--- src/rtl/cosim_array_pkg.sv ---
// Shared types and defaults for the frame packer and its cosim test harness.
package cosim_array_pkg;
  localparam int DEF_DEPTH = 4;
  localparam int DEF_ROWS  = 3;
  localparam int DEF_COLS  = 2;

  typedef logic [DEF_ROWS-1:0][DEF_COLS-1:0] elem_t;

  typedef enum logic {ST_FILL = 1'b0, ST_FULL = 1'b1} state_e;
endpackage

--- src/rtl/cosim_array_packer.sv ---
// Collects 2-D packed elements into an unpacked frame of DEPTH slots, closing early on in_last.
module cosim_array_packer
  import cosim_array_pkg::*;
#(
  parameter int DEPTH = DEF_DEPTH,
  parameter int ROWS  = DEF_ROWS,
  parameter int COLS  = DEF_COLS,
  localparam int CW   = $clog2(DEPTH+1)
) (
  input  logic                      clk,
  input  logic                      reset,
  input  logic                      in_valid,
  output logic                      in_ready,
  input  logic [ROWS-1:0][COLS-1:0] in_data,
  input  logic                      in_last,
  output logic                      out_valid,
  input  logic                      out_ready,
  output logic [ROWS-1:0][COLS-1:0] out_frame [DEPTH],
  output logic [CW-1:0]             out_count
);
  typedef logic [ROWS-1:0][COLS-1:0] slot_t;

  state_e         state_q, state_d;
  logic [CW-1:0]  count_q, count_d;
  slot_t          slots_q [DEPTH];
  slot_t          slots_d [DEPTH];
  logic           accept;
  logic           closing;

  assign in_ready  = !reset && ((state_q == ST_FILL) || out_ready);
  assign accept    = in_valid && in_ready;
  assign out_valid = (state_q == ST_FULL);
  assign out_count = (state_q == ST_FULL) ? count_q : '0;
  assign out_frame = slots_q;

  always_comb begin
    state_d = state_q;
    count_d = count_q;
    slots_d = slots_q;
    closing = 1'b0;
    unique case (state_q)
      ST_FILL: begin
        if (accept) begin
          closing = in_last || (count_q + CW'(1) == CW'(DEPTH));
          count_d = count_q + CW'(1);
          for (int i = 0; i < DEPTH; i++) begin
            if (count_q == CW'(i))
              slots_d[i] = in_data;
            else if (closing && i > int'(count_q))
              slots_d[i] = '0;
          end
          if (closing) state_d = ST_FULL;
        end
      end
      ST_FULL: begin
        if (out_ready) begin
          if (in_valid) begin
            // Drain and restart in one edge: the new element opens the next frame.
            for (int i = 0; i < DEPTH; i++) slots_d[i] = '0;
            slots_d[0] = in_data;
            count_d    = CW'(1);
            state_d    = (in_last || DEPTH == 1) ? ST_FULL : ST_FILL;
          end else begin
            count_d = '0;
            state_d = ST_FILL;
          end
        end
      end
      default: state_d = ST_FILL;
    endcase
  end

  always_ff @(posedge clk or posedge reset) begin
    if (reset) begin
      state_q <= ST_FILL;
      count_q <= '0;
      for (int i = 0; i < DEPTH; i++) slots_q[i] <= '0;
    end else begin
      state_q <= state_d;
      count_q <= count_d;
      slots_q <= slots_d;
    end
  end
endmodule

--- config.mk ---
export PLATFORM = sky130hd
export DESIGN_NAME = cosim_array_packer
export DESIGN_NICKNAME = d
export VERILOG_FILES = /design/src/rtl/cosim_array_pkg.sv /design/src/rtl/cosim_array_packer.sv
export SDC_FILE = /design/constraint.sdc
export NUM_CORES = 1
export LEC_CHECK = 0
export BUFFER_PORTS_ARGS = -buffer_cell sky130_fd_sc_hd__buf_2
export CAP_MARGIN = 20
export CORE_AREA = 5 5 57 59
export DETAILED_ROUTE_END_ITERATION = 12
export DIE_AREA = 0 0 62 64
export PLACE_DENSITY = 0.87
export SLEW_MARGIN = 20
export SYNTH_ARGS = -nofsm -noshare
export SYNTH_HDL_FRONTEND = slang
export SYNTH_SLANG_ARGS = --single-unit
--- constraint.sdc ---
create_clock -name clk -period 2.97 [get_ports clk]
set_clock_uncertainty 0.2 [all_clocks]
set_input_delay 0.4455 -clock clk [delete_from_list [all_inputs] [get_ports clk]]
set_output_delay 0.4455 -clock clk [all_outputs]
set_load 0.005 [all_outputs]
; Word level (Yosys, flattened, before mapping)
; Cells that the tools add are included.
[word_totals]
register_bits = 28
input_bits = 11
output_inout_bits = 29
[op_classes]
add_sub_neg = 1
order_cmp = 3
n_eq_ne = 11
muxes = 22
bitwise = 1
n_reduce_logical = 14
[ops]
columns = operator, count
row1 = two-way mux 24 bit, 3
row2 = case mux 24 bit (2 select lines), 1
row3 = two-way mux 6 bit, 7
row4 = AND reduction 4 bit, 4
row5 = two-way mux 3 bit, 3
row6 = != test 3 x 1 -> 1 bit (second input constant), 3
row7 = equality test 3 x 2 -> 1 bit (second input constant), 2
row8 = > comparator 2 x 3 -> 1 bit (first input constant), 2
row9 = two-way mux 1 bit, 6
row10 = != test 2 bit (second input constant), 3
row11 = case mux 3 bit (2 select lines), 1
row12 = logical AND 1 bit, 5
row13 = adder 3 x 1 -> 3 bit (second input constant), 1
row14 = equality test 3 x 1 -> 1 bit (second input constant), 1
row15 = equality test 3 bit (second input constant), 1
row16 = > comparator 1 x 3 -> 1 bit (first input constant), 1
row17 = zero test 3 bit, 1
row18 = logical OR 1 bit, 2
row19 = != test 2 x 1 -> 1 bit (second input constant), 1
row20 = case mux 1 bit (2 select lines), 1
row21 = AND reduction 2 bit, 1
row22 = zero test 1 bit, 1
row23 = NOT 1 bit, 1

; Depth between registers and ports, before layout
; Gate-level depths: netlist of the first run.
[logic_depth]
depth_word = 8
ltp_mapped = 7
ltp_nobuf = 6

; Worst setup path after synthesis of the first run
; Ideal clock, no wire load.
[synth_timing]
path_type = input-to-reg
from = input port reset
to = register slots_q (netlist bit out_frame[10])
arrival_ns = 1.782
required_time_ns = 2.649
path_slack_ns = 0.867
stages = 4
path_buffers = 0
path_cell_list = inv_1 > o211ai_1 > a21o_1 > a22o_1
[synth_between]
elab_chain_len = 5
[synth_lines]
columns = element, line
row1 = "start, declared", cosim_array_packer.sv:11  ; input logic reset,
row2 = zero test 1 bit (no line), n/a
row3 = logical AND 1 bit, cosim_array_packer.sv:30  ; assign in_ready = !reset && ((state_q == ST_FILL) || out_ready);
row4 = logical AND 1 bit, cosim_array_packer.sv:31  ; assign accept = in_valid && in_ready;
row5 = != test 2 bit (no line), n/a
row6 = AND reduction 4 bit (no line), n/a
row7 = "end signal, assigned", cosim_array_packer.sv:81  ; slots_q <= slots_d;
row8 = "end, declared", cosim_array_packer.sv:25  ; slot_t slots_q [DEPTH];
; Every way passes these cells.
; A chain may end at the register's enable or synchronous reset.

; Worst setup path in the final report of the first run
[layout_timing]
from = input port reset
to = output port in_ready
[layout_between]
elab_chain_len = 2
[layout_lines]
columns = element, line
row1 = zero test 1 bit (no line), n/a
row2 = logical AND 1 bit, cosim_array_packer.sv:30
row3 = "end, declared", cosim_array_packer.sv:13  ; output logic in_ready,
; Every way passes these cells.

==> metrics, run 1 <==
Worst R2R Path Depth 6; Via density 5.76; max_slew headroom between 40 and 50%; Pleak about 0.0008 uW; DIE HEIGHT 64 microns; Worst EP arrival 1.76 ns; Diodes inserted 0; largest net degree at the start of global routing 20; Netlist cell types 31; DP Cell Count ~190; CTS tree yes; top cell family by delay on the critical path buffers and inverters; sequential share of the synthesized area slightly above 50%; worst hold margin around 0.17 ns; Critical Path Source Type input pin; final setup fails 0; adder-cell share of the synthesized area between 3 and 4%; Clock Pin Slew Worst Setup and Hold Paths roughly 0.16 ns; Post-Syn Nets roughly 140; worst hold path class in -> reg; drt wl/cell roughly 16 microns; CP endpoint kind primary output; Tcrit/Tclk final 81.1%; stages on the worst setup path 5; CP max FO 13; setup repair after global routing missed its margin no; synthesis-stage register bit count 28; worst hold path depth 3; kind of critical path in -> out; Layout Nets 181; Avg Inst Size Synth 10.8 sq um; Resized cells post-CTS 0; total negative slack 0 ns; Worst-Margin Slew between 0.7 and 0.8 ns; number of CTS-inserted buffers 3; # H-tree levels 1; Initial Util about half; num rows 19; # clock sinks 28; final wirelength between 3000 and 4000 microns; core area 2660 sq um; Mapped Area between 1000 and 1500 sq um; Routed Antenna Nets 0; Simple-Gate Fraction of Synth Area approximately 11%; GRT overflow 0; vias after detailed routing approximately 1,100; Final Hold Viols 0; clk_lat worst skew ~0.32 ns; min Tclk post-route 2.41 ns; clk root buf clkbuf_4; CP max-delay cell dlygate4sd3_1; ranking of synthesized cells by area dfrtp_1 52%, mux2_2 5.0%, o21ai_0 4.8%, o31ai_1 3.9%, ha_1 3.7%; clk buf depth 2; maximum vdd drop a little under 0.5 mV; first-pass GRT wire length roughly 5600 microns; Compound-Gate Fraction of Synth Area 22.8%; initial antenna violation count 0; most frequent CP cell buf_2; mux share of post-synthesis cell area 4.99%; Achievable Freq around 0.42 GHz; number of global-route vias before repair 1,159; Finished Layout Cells about 200; Max Cap Violations 0; # port buffers 39; Area Growth Syn to Fin 19.4%; largest family of logic cells by synthesized area compound AO/OA/AOI/OAI gates; GRT Total Usage between 10% and 20%; IO Pins 40; DRT iter0 DRCs between 50 and 60; synth warn 0; layout cells sized above 1 between 30% and 40%; Initial DRT Pass Iterations 4; post-synthesis xor/xnor area fraction 0%; Yosys top cell area share 51.7%; Remaining DRCs 0; Power per Cell Area between 700 and 800 nW/um^2; Die W approximately 62 microns; CP Data Required Time 2.32 ns; crit path cell chain dlygate4sd3_1 > buf_2 > inv_1 > and2_1 > buf_2; Worst Path Buf+Inv 4; die area 3970 sq um; Mapped Cells around 130; placer congestion estimate approximately 0.9; area leader, netlist dfrtp_1; CP max stage delay 0.54 ns; DP HPWL approximately 2400 microns; Post-CTS Setup Bufs 0; outcome finished clean; cts hold-fix bufs 1; Final Max Slew Viols 0
==> worst register-to-register path, cell delays in order, from the launching register on <==
cell and delay [ns]:
dfrtp_1 0.48, ha_1 0.25, ha_1 0.25, or3_1 0.38, a31oi_2 0.46, o21ai_0 0.15
o31ai_1 0.11
==> power breakdown <==
part	switching (uW)	internal [uW]
sequential	78.2	489
combinational	225	197
clock	115	137
total	417	823
==> through the flow <==
step | area (sq um) | util, % | setup WS [ns] | power, uW
global placement | 1560 | 58.4 | 0.802 | 964
global route | 1620 | 60.8 | 0.360 | 1330
finish | 1620 | 60.8 | 0.563 | 1240
floorplan | 1360 | - | 0.867 | 827
detailed placement | 1560 | 58.4 | 0.692 | 991
CTS | 1620 | 60.8 | 0.542 | 1250
==> sequential cells by signal, summed over array words and instances, names as in the netlist <==
name,flops
count_q,3
out_frame,24
out_valid,1
==> cells in the final DEF, fill, tap and decap left out, drive strengths merged <==
| cell type | n |
|---|---|
| a211oi | 1 |
| a21boi | 1 |
| a21o | 1 |
| a21oi | 3 |
| a22o | 5 |
| a31oi | 1 |
| a32o | 2 |
| and2 | 1 |
| and3 | 3 |
| buf | 40 |
| bufinv | 1 |
| clkbuf | 3 |
| dfrtp | 28 |
| dlygate4sd3 | 1 |
| ha | 4 |
| inv | 11 |
| mux2 | 6 |
| nand2 | 9 |
| nand2b | 2 |
| nand3 | 8 |
| nor2 | 5 |
| nor2b | 1 |
| o211ai | 2 |
| o21ai | 13 |
| o221a | 1 |
| o221ai | 1 |
| o22ai | 1 |
| o2bb2ai | 1 |
| o31ai | 7 |
| o41ai | 1 |
| or3 | 1 |
==> synthesized netlist by cell type (all sizes together) <==
master   instances
a211oi           1
nand2            9
o2bb2ai          1
or3              1
a32o             2
nor2b            1
inv             11
a22o             5
o221a            1
a31oi            1
o21ai           13
o211ai           2
nand3            8
nor2             5
ha               4
o221ai           1
mux2             6
clkbuf           1
and3             3
a21oi            3
buf              5
a21boi           1
dfrtp           28
o22ai            1
o41ai            1
and2             1
o31ai            7
nand2b           2
a21o             1
==> area by class of cell <==
class,instances,area (sq um)
Inverter,11,41.3
Clock inverter,1,30.0
Timing Repair Buffer,41,213
Sequential cell,28,701
Clock buffer,3,22.5
Fill cell,226,1040
Tap cell,31,38.8
Multi-Input combinational cell,81,572
==> layer usage <==
layer / vias to the layer above / global-route usage [%] / part of all wire, %
met5: - / 0 / 0
met4: 0 / 5.84 / 1.1
met3: 4 / 2.41 / 5.4
met2: 42 / 28.2 / 50
met1: 545 / 25.7 / 43
li1: 537 / - / -
==> kinds of logic (layout without fill, tap and decap cells) <==
group,count (synthesis),count (layout)
AO/OA/AOI/OAI,41,41
AND/OR/NAND/NOR,30,30
flip-flops,28,28
buffers and inverters,17,56
multiplexers,6,6
adder cells (fa/ha/maj),4,4
==> final timing paths <==
| path | startpoint | endpoint | slack [ns] |
|---|---|---|---|
| setup / recovery | reset | in_ready | 0.56 |
| hold / removal | in_data[3] | out_frame[15]$_DFFE_PP0P_ | 0.17 |
| setup reg to reg | count_q[0]$_DFFE_PP0P_ | out_frame[12]$_DFFE_PP0P_ | 0.62 |
| hold reg to reg | out_frame[22]$_DFFE_PP0P_ | out_frame[22]$_DFFE_PP0P_ | 0.33 |
| max in group asynchronous | reset | out_frame[20]$_DFFE_PP0P_ | 1.48 |
| min in group asynchronous | reset | out_frame[14]$_DFFE_PP0P_ | 0.48 |
(Power assumes the default switching activity.)
==> run 2: changes to the inputs <==
--- a/config.mk
+++ b/config.mk
@@ -5,12 +5,13 @@
 export SDC_FILE = /design/constraint.sdc
 export NUM_CORES = 1
 export LEC_CHECK = 0
+export ABC_AREA = 1
 export BUFFER_PORTS_ARGS = -buffer_cell sky130_fd_sc_hd__buf_2
 export CAP_MARGIN = 20
-export CORE_AREA = 5 5 57 59
+export CORE_AREA = 5 5 63 65
 export DETAILED_ROUTE_END_ITERATION = 12
-export DIE_AREA = 0 0 62 64
-export PLACE_DENSITY = 0.87
+export DIE_AREA = 0 0 68 70
+export PLACE_DENSITY = 0.8
 export SLEW_MARGIN = 20
 export SYNTH_ARGS = -nofsm -noshare
 export SYNTH_HDL_FRONTEND = slang
==> constraint.sdc (replaced) <==
create_clock -name clk -period 2 [get_ports clk]
set_clock_uncertainty 0.2 [all_clocks]
set_input_delay 0.3 -clock clk [delete_from_list [all_inputs] [get_ports clk]]
set_output_delay 0.3 -clock clk [all_outputs]
set_load 0.005 [all_outputs]
==> run 2 against run 1 <==
Synthesized area increased by 8.5%. Sequential power is 59% higher. Clock power up 50%. Via count increased by 18%. Sequential share of layout area is 3.6 points lower. Global-route usage is 3.7 points lower. Final area up 9.0%. First-iteration DRC count grew 48%. Sequential cell count did not move. Worst setup slack got worse by 0.34 ns. Largest power group is now combinational cells. Highest routed layer unchanged.
==> metrics, run 2 <==
worst hold path depth 3 (unchanged); Mapped Cells 190 (+51%); cts hold-fix bufs 1 (unchanged); Post-Place Worst Slack 0.280 ns (-0.412 ns); Initial Util 44.8% (-6.1 points); Final Max Slew Viols 0 (unchanged); CP max FO 2 (-11); num rows 21 (+2); DIE HEIGHT 70 microns (+9.4%); Post-CTS Setup Bufs 0 (unchanged); Finished Layout Cells 278 (+42%); cell with the most instances after synthesis nand2_1; ys async rst share 100% (unchanged); worst hold path class in -> reg; Netlist cell types 20 (-35%); DP Cell Count 273 (+43%); post-route worst setup slack 0.223 ns (-0.340 ns); kind of critical path in -> out; r2r setup slk 0.24 ns (-0.38 ns); layout cells sized above 1 25.4% (-7.3 points); final wirelength 3180 microns (about the same); Power per Cell Area 1250 nW/um^2 (+63%); largest net degree at the start of global routing 29 (+45%); Worst-Margin Slew 0.371 ns (-0.415 ns); Max Cap Violations 0 (unchanged); Worst EP arrival 1.28 ns (-0.48 ns); area leader, netlist dfrtp_1; # clock sinks 28 (unchanged); Area Growth Syn to Fin 19.9%; clk root buf clkbuf_4; Yosys top cell area share 47.7% (-4.0 points); Layout Nets 248 (+37%); vias after detailed routing 1,327 (+18%); Pleak 0.00108 uW (+34%); outcome finished clean; start of the worst register-to-register path count_q[0]$_DFFE_PP0P_; initial antenna violation count 0 (unchanged); Worst Path Buf+Inv 3 (-1); Synth Flop Type dfrtp_1; GRT overflow 0 (unchanged); Clock Pin Slew Worst Setup and Hold Paths 0.16 ns (about the same); Achievable Freq 0.563 GHz; Worst R2R Path Depth 9 (+3); Resized cells post-CTS 0 (unchanged); Post-synth EDFFs 0 (unchanged); max reg flops 24 (unchanged); most frequent cells in the layout 68 x nand2_1, 39 x buf_2, 29 x nand3_1, 28 x dfrtp_1, 17 x nor2_1; Critical Path Source Type input pin; clk_lat worst skew 0.33 ns (about the same); synthesis-stage register bit count 28 (unchanged); most frequent cells after synthesis 68 x nand2_1, 29 x nand3_1, 28 x dfrtp_1; Fillers 331 (+46%); placer congestion estimate 0.822 (-9.4%); top cell family by delay on the critical path buffers and inverters; Mapped Area 1470 sq um (+8.5%); Die W 68 microns (+9.7%); Via density 4.77 (-17%); # H-tree levels 1 (unchanged); maximum vdd drop 0.580 mV (+18%); most common cell after layout, fill and taps aside nand2_1; Hold EP out_frame[20]$_DFFE_PP0P_; ranking of synthesized cells by area dfrtp_1 48%, nand2_1 17%, nand3_1 9.9%, nor2_1 4.3%, inv_1 4.1%; final setup fails 0 (unchanged); Remaining DRCs 0 (unchanged); die area 4760 sq um (+20%); CP Data Required Time 1.50 ns (-0.82 ns); GRT Total Usage 14.4% (-3.7 points); DRT iter0 DRCs 77 (+48%); CTS tree yes; synth warn 0 (unchanged); CP max-delay cell dlygate4sd3_1; number of global-route vias before repair 1,277 (+10%); crit path cell chain dlygate4sd3_1 > buf_2 > a21oi_1 > buf_2; max_slew headroom 75.2% (+28 points); clk buf depth 2 (unchanged); Post-Syn Nets 205 (+45%); number of CTS-inserted buffers 3 (unchanged); min Tclk post-route roughly 1.8 ns; Tcrit/Tclk final between 80% and 90%; Avg Inst Size Synth 7.74 sq um (-28%); first-pass GRT wire length 5550 microns (-0.25%); total negative slack 0 ns (unchanged); CP endpoint kind primary output; CP max stage delay 0.53 ns (about the same); DP HPWL 2490 microns (+4.3%); FF-to-FF End out_frame[11]$_DFFE_PP0P_; # port buffers 39 (unchanged); Diodes inserted 0 (unchanged); sequential share of the synthesized area 47.7% (-4.0 points); setup repair after global routing missed its margin no; most frequent CP cell buf_2; Initial DRT Pass Iterations 5 (+1); hold path startpoint in_data[2]; IO Pins 40 (unchanged); drt wl/cell 11.4 microns (-30%); core area 3280 sq um (+23%); Final Hold Viols 0 (unchanged); Routed Antenna Nets 0 (unchanged)
[run 2: cell types whose count changed in the layout (fill, tap and decap cells not counted), sizes merged, moves of 5 or more]
cell / change
nand3: +22
o31ai: -7
mux2: -6
nor2: +13
o21ai: -7
a22o: -5
inv: +6
nand2: +67
[run 2: worst reg2reg max path, cell delays in order (launching register included)]
cell and delay (ns):
dfrtp_1 0.51, ha_1 0.19, ha_1 0.15, inv_1 0.05, nand2_1 0.09, nand3_1 0.09, nand2_2 0.14, nand2_2 0.11
nand2_1 0.09, nand2_1 0.05
[run 2: cells by family after synthesis]
logic type / share of synthesized area, %
compound gates: 3.74
fa+ha+maj: 3.40
simple gates: 37.2
flops: 47.7
buf+inv: 8.00
[run 2: report_power, final]
group          switching [uW]  internal, uW
clock network             174           203
registers                 137           764
logic                     576           352
total                     887          1320
[run 2: area by class of cell]
| type | instances | area (sq um) | share of cell area (%) |
|---|---|---|---|
| Sequential cell | 28 | 701 | 39.7 |
| Multi-Input combinational cell | 139 | 652 | 37.0 |
| Timing Repair Buffer | 43 | 228 | 12.9 |
| Inverter | 18 | 72.6 | 4.12 |
| Tap cell | 46 | 57.6 | 3.26 |
| Clock inverter | 1 | 30.0 | 1.70 |
| Clock buffer | 3 | 22.5 | 1.28 |
[run 2: how the worst max path moves through the flow]
stage,startpoint,to,slack [ns],cells past startpoint
global placement,count_q[0]$_DFFE_PP0P_,out_frame[11]$_DFFE_PP0P_,0.34,9
detailed placement,count_q[0]$_DFFE_PP0P_,out_frame[11]$_DFFE_PP0P_,0.28,9
floorplan,reset,out_frame[10]$_DFFE_PP0P_,0.17,7
global route,count_q[0]$_DFFE_PP0P_,out_frame[7]$_DFFE_PP0P_,0.08,9
finish,reset,in_ready,0.22,4
CTS,reset,in_ready,0.22,4
[run 2: layer usage]
metal / routed length, microns / part of all wire (%) / global-route usage [%]
met1: 1530 / 48 / 19.9
met2: 1430 / 45 / 23.7
met3: 192 / 6.0 / 2.40
met4: 25 / 0.79 / 2.65
met5: 0 / 0 / 0
[run 2: metrics by stage]
| step | utilization, % | cell area (sq um) | hold WS [ns] | total power [uW] |
|---|---|---|---|---|
| 4_1_cts | 53.7 | 1760 | 0.0101 | 2220 |
| 5_1_grt | 53.7 | 1760 | 0.00173 | 2410 |
| 2_1_floorplan | - | 1470 | 0.191 | 1530 |
| 6_report | 53.7 | 1760 | 0.00616 | 2210 |
| 3_3_place_gp | 51.8 | 1700 | 0.252 | 1830 |
| 3_5_place_dp | 51.8 | 1700 | 0.253 | 1850 |
==> run 3: changes to the inputs <==
--- a/config.mk
+++ b/config.mk
@@ -11,7 +11,7 @@
 export CORE_AREA = 5 5 63 65
 export DETAILED_ROUTE_END_ITERATION = 12
 export DIE_AREA = 0 0 68 70
-export PLACE_DENSITY = 0.8
+export PLACE_DENSITY_LB_ADDON = 0.05
 export SLEW_MARGIN = 20
 export SYNTH_ARGS = -nofsm -noshare
 export SYNTH_HDL_FRONTEND = slang
==> run 3 against run 2 <==
Highest routed layer unchanged. Non-clock buffer count is 1 higher. Cell count is 0.36% higher. Register-to-register slack hardly changed.
==> metrics, run 3 (same netlist as run 2, synthesis figures left out) <==
outcome finished clean; Layout Nets 249 (+0.40%); # port buffers 39 (unchanged); largest net degree at the start of global routing 22 (-24%); Achievable Freq 0.558 GHz (-0.86%); clk buf depth 2 (unchanged); layout cells sized above 1 25.8% (+0.32 points); initial antenna violation count 0 (unchanged); Remaining DRCs 0 (unchanged); met1 GRT Util 20.9% (+1.0 points); CP max-delay cell dlygate4sd3_1; Clock Pin Slew Worst Setup and Hold Paths 0.15 ns (about the same); Initial Util 44.8% (unchanged); Final Hold Viols 0 (unchanged); Resized cells post-CTS 0 (unchanged); grt met3 use 1.92% (-0.48 points); Power per Cell Area 1250 nW/um^2 (-0.39%); max reg flops 24 (unchanged); cts hold-fix bufs 1 (unchanged); Max Cap Violations 0 (unchanged); GRT Total Usage 15.0% (+0.58 points); most frequent CP cell nand2_1; final setup fails 0 (unchanged); worst hold path class in -> reg; placer congestion estimate 0.784 (-4.5%); Worst EP arrival 1.84 ns (+0.56 ns); Final Max Slew Viols 0 (unchanged); DRT iter0 DRCs 43 (-44%); FF+latch area 701 sq um (unchanged); CP max FO 21 (+19); total negative slack 0 ns (unchanged); Pleak 0.00109 uW (+0.38%); DIE HEIGHT 70 microns (unchanged); clk root buf clkbuf_4; CP endpoint kind register; most frequent cells in the layout 68 x nand2_1, 39 x buf_2, 29 x nand3_1, 28 x dfrtp_1, 17 x nor2_1; footprint of the multi-input gates 652 sq um (unchanged); GRT overflow 0 (unchanged); CP max stage delay 0.52 ns (about the same); IO Pins 40 (unchanged); worst hold margin 0.0140 ns (+0.00783 ns); post-route worst setup slack 0.207 ns (-0.0154 ns); Die W 68 microns (unchanged); first-pass GRT wire length 5640 microns (+1.7%); final wirelength 3200 microns (+0.44%); # H-tree levels 1 (unchanged); number of global-route vias before repair 1,289 (+0.94%); # clock sinks 28 (unchanged); Area Growth Syn to Fin 20.4%; DP HPWL 2610 microns (+4.9%); kind of critical path in -> reg; Via density 4.74 (-0.73%); vias after detailed routing 1,322 (-0.38%); Tcrit/Tclk final 89.6% (+0.77 points); Most Crowded Layer GR met2; Diodes inserted 0 (unchanged); Critical Path Source Type input pin; Initial DRT Pass Iterations 4 (-1); max_slew headroom 69.6% (-5.6 points); Post-Place Worst Slack 0.251 ns (-0.0287 ns); most common cell after layout, fill and taps aside nand2_1; die area 4760 sq um (unchanged); drt wl/cell 11.5 microns (about the same); min Tclk post-route 1.79 ns (+0.0154 ns); core area 3280 sq um (unchanged); number of CTS-inserted buffers 3 (unchanged); top cell family by delay on the critical path buffers and inverters; Finished Layout Cells 279 (+0.36%); DP Cell Count 274 (+0.37%); setup repair after global routing missed its margin no; GR met2 Demand/Resource 23.6% (-0.11 points); num rows 21 (unchanged); clk_lat worst skew 0.33 ns (about the same); Worst Path Buf+Inv 3 (unchanged); maximum vdd drop 0.664 mV (+14%); Fillers 342 (+3.3%); Worst-Margin Slew 0.455 ns (+0.0840 ns); crit path cell chain dlygate4sd3_1 > buf_2 > inv_1 > o21ai_2 > nor2_4 > nand2_2 > nand2_1 > nand2_1; Routed Antenna Nets 0 (unchanged); CTS tree yes; Post-CTS Setup Bufs 0 (unchanged); CP Data Required Time 2.05 ns (+0.55 ns)
-- run 3: power breakdown --
group	total (uW)	leakage, uW	switching [uW]	internal, uW
combinational	934	0.000683	578	356
clock	370	0.0000279	167	203
sequential	903	0.000374	138	764
-- run 3: final cells by class --
class                   count  share of cell area (%)
flip-flops and latches     28                    39.6
multi-input cells         139                    36.8
repair buffers             44                    13.3
inverters                  18                    4.10
well taps                  46                    3.25
clock inverters             1                    1.70
clock buffers               3                    1.27
-- run 3: layer usage --
| layer | wire (microns) | vias to the layer above |
|---|---|---|
| met5 | 0 | - |
| met1 | 1520 | 596 |
| met2 | 1480 | 36 |
| met4 | 48 | 0 |
| met3 | 149 | 5 |
| li1 | - | 685 |
-- run 3: per-stage QoR --
stage               area (sq um)  util (%)  total power [uW]
floorplan                   1470         -              1530
global placement            1710      52.0              1830
detailed placement          1710      52.0              1860
CTS                         1770      53.9              2240
global route                1770      53.9              2410
finish                      1770      53.9              2210
-- run 3: path summary, 6_finish.rpt --
check	end	cells past startpoint	slack (ns)	from
worst min register to register	out_frame[2]$_DFFE_PP0P_	2	0.29	out_frame[2]$_DFFE_PP0P_
max in group asynchronous	out_frame[15]$_DFFE_PP0P_	4	1.02	reset
worst max-delay path	out_frame[3]$_DFFE_PP0P_	8	0.21	reset
worst min-delay path	out_frame[23]$_DFFE_PP0P_	3	0.01	in_data[5]
worst max register to register	out_frame[7]$_DFFE_PP0P_	9	0.23	count_q[0]$_DFFE_PP0P_
min in group asynchronous	out_frame[5]$_DFFE_PP0P_	4	0.38	reset
-- run 3: worst register-to-register path, cell delays in order, from the launching register on --
cell and delay [ns]:
dfrtp_1 0.50, ha_1 0.19, ha_1 0.16, inv_1 0.05, nand2_1 0.09, nand3_1 0.09
nand2_2 0.14, nand2_2 0.11, nand2_1 0.09, nand2_1 0.05
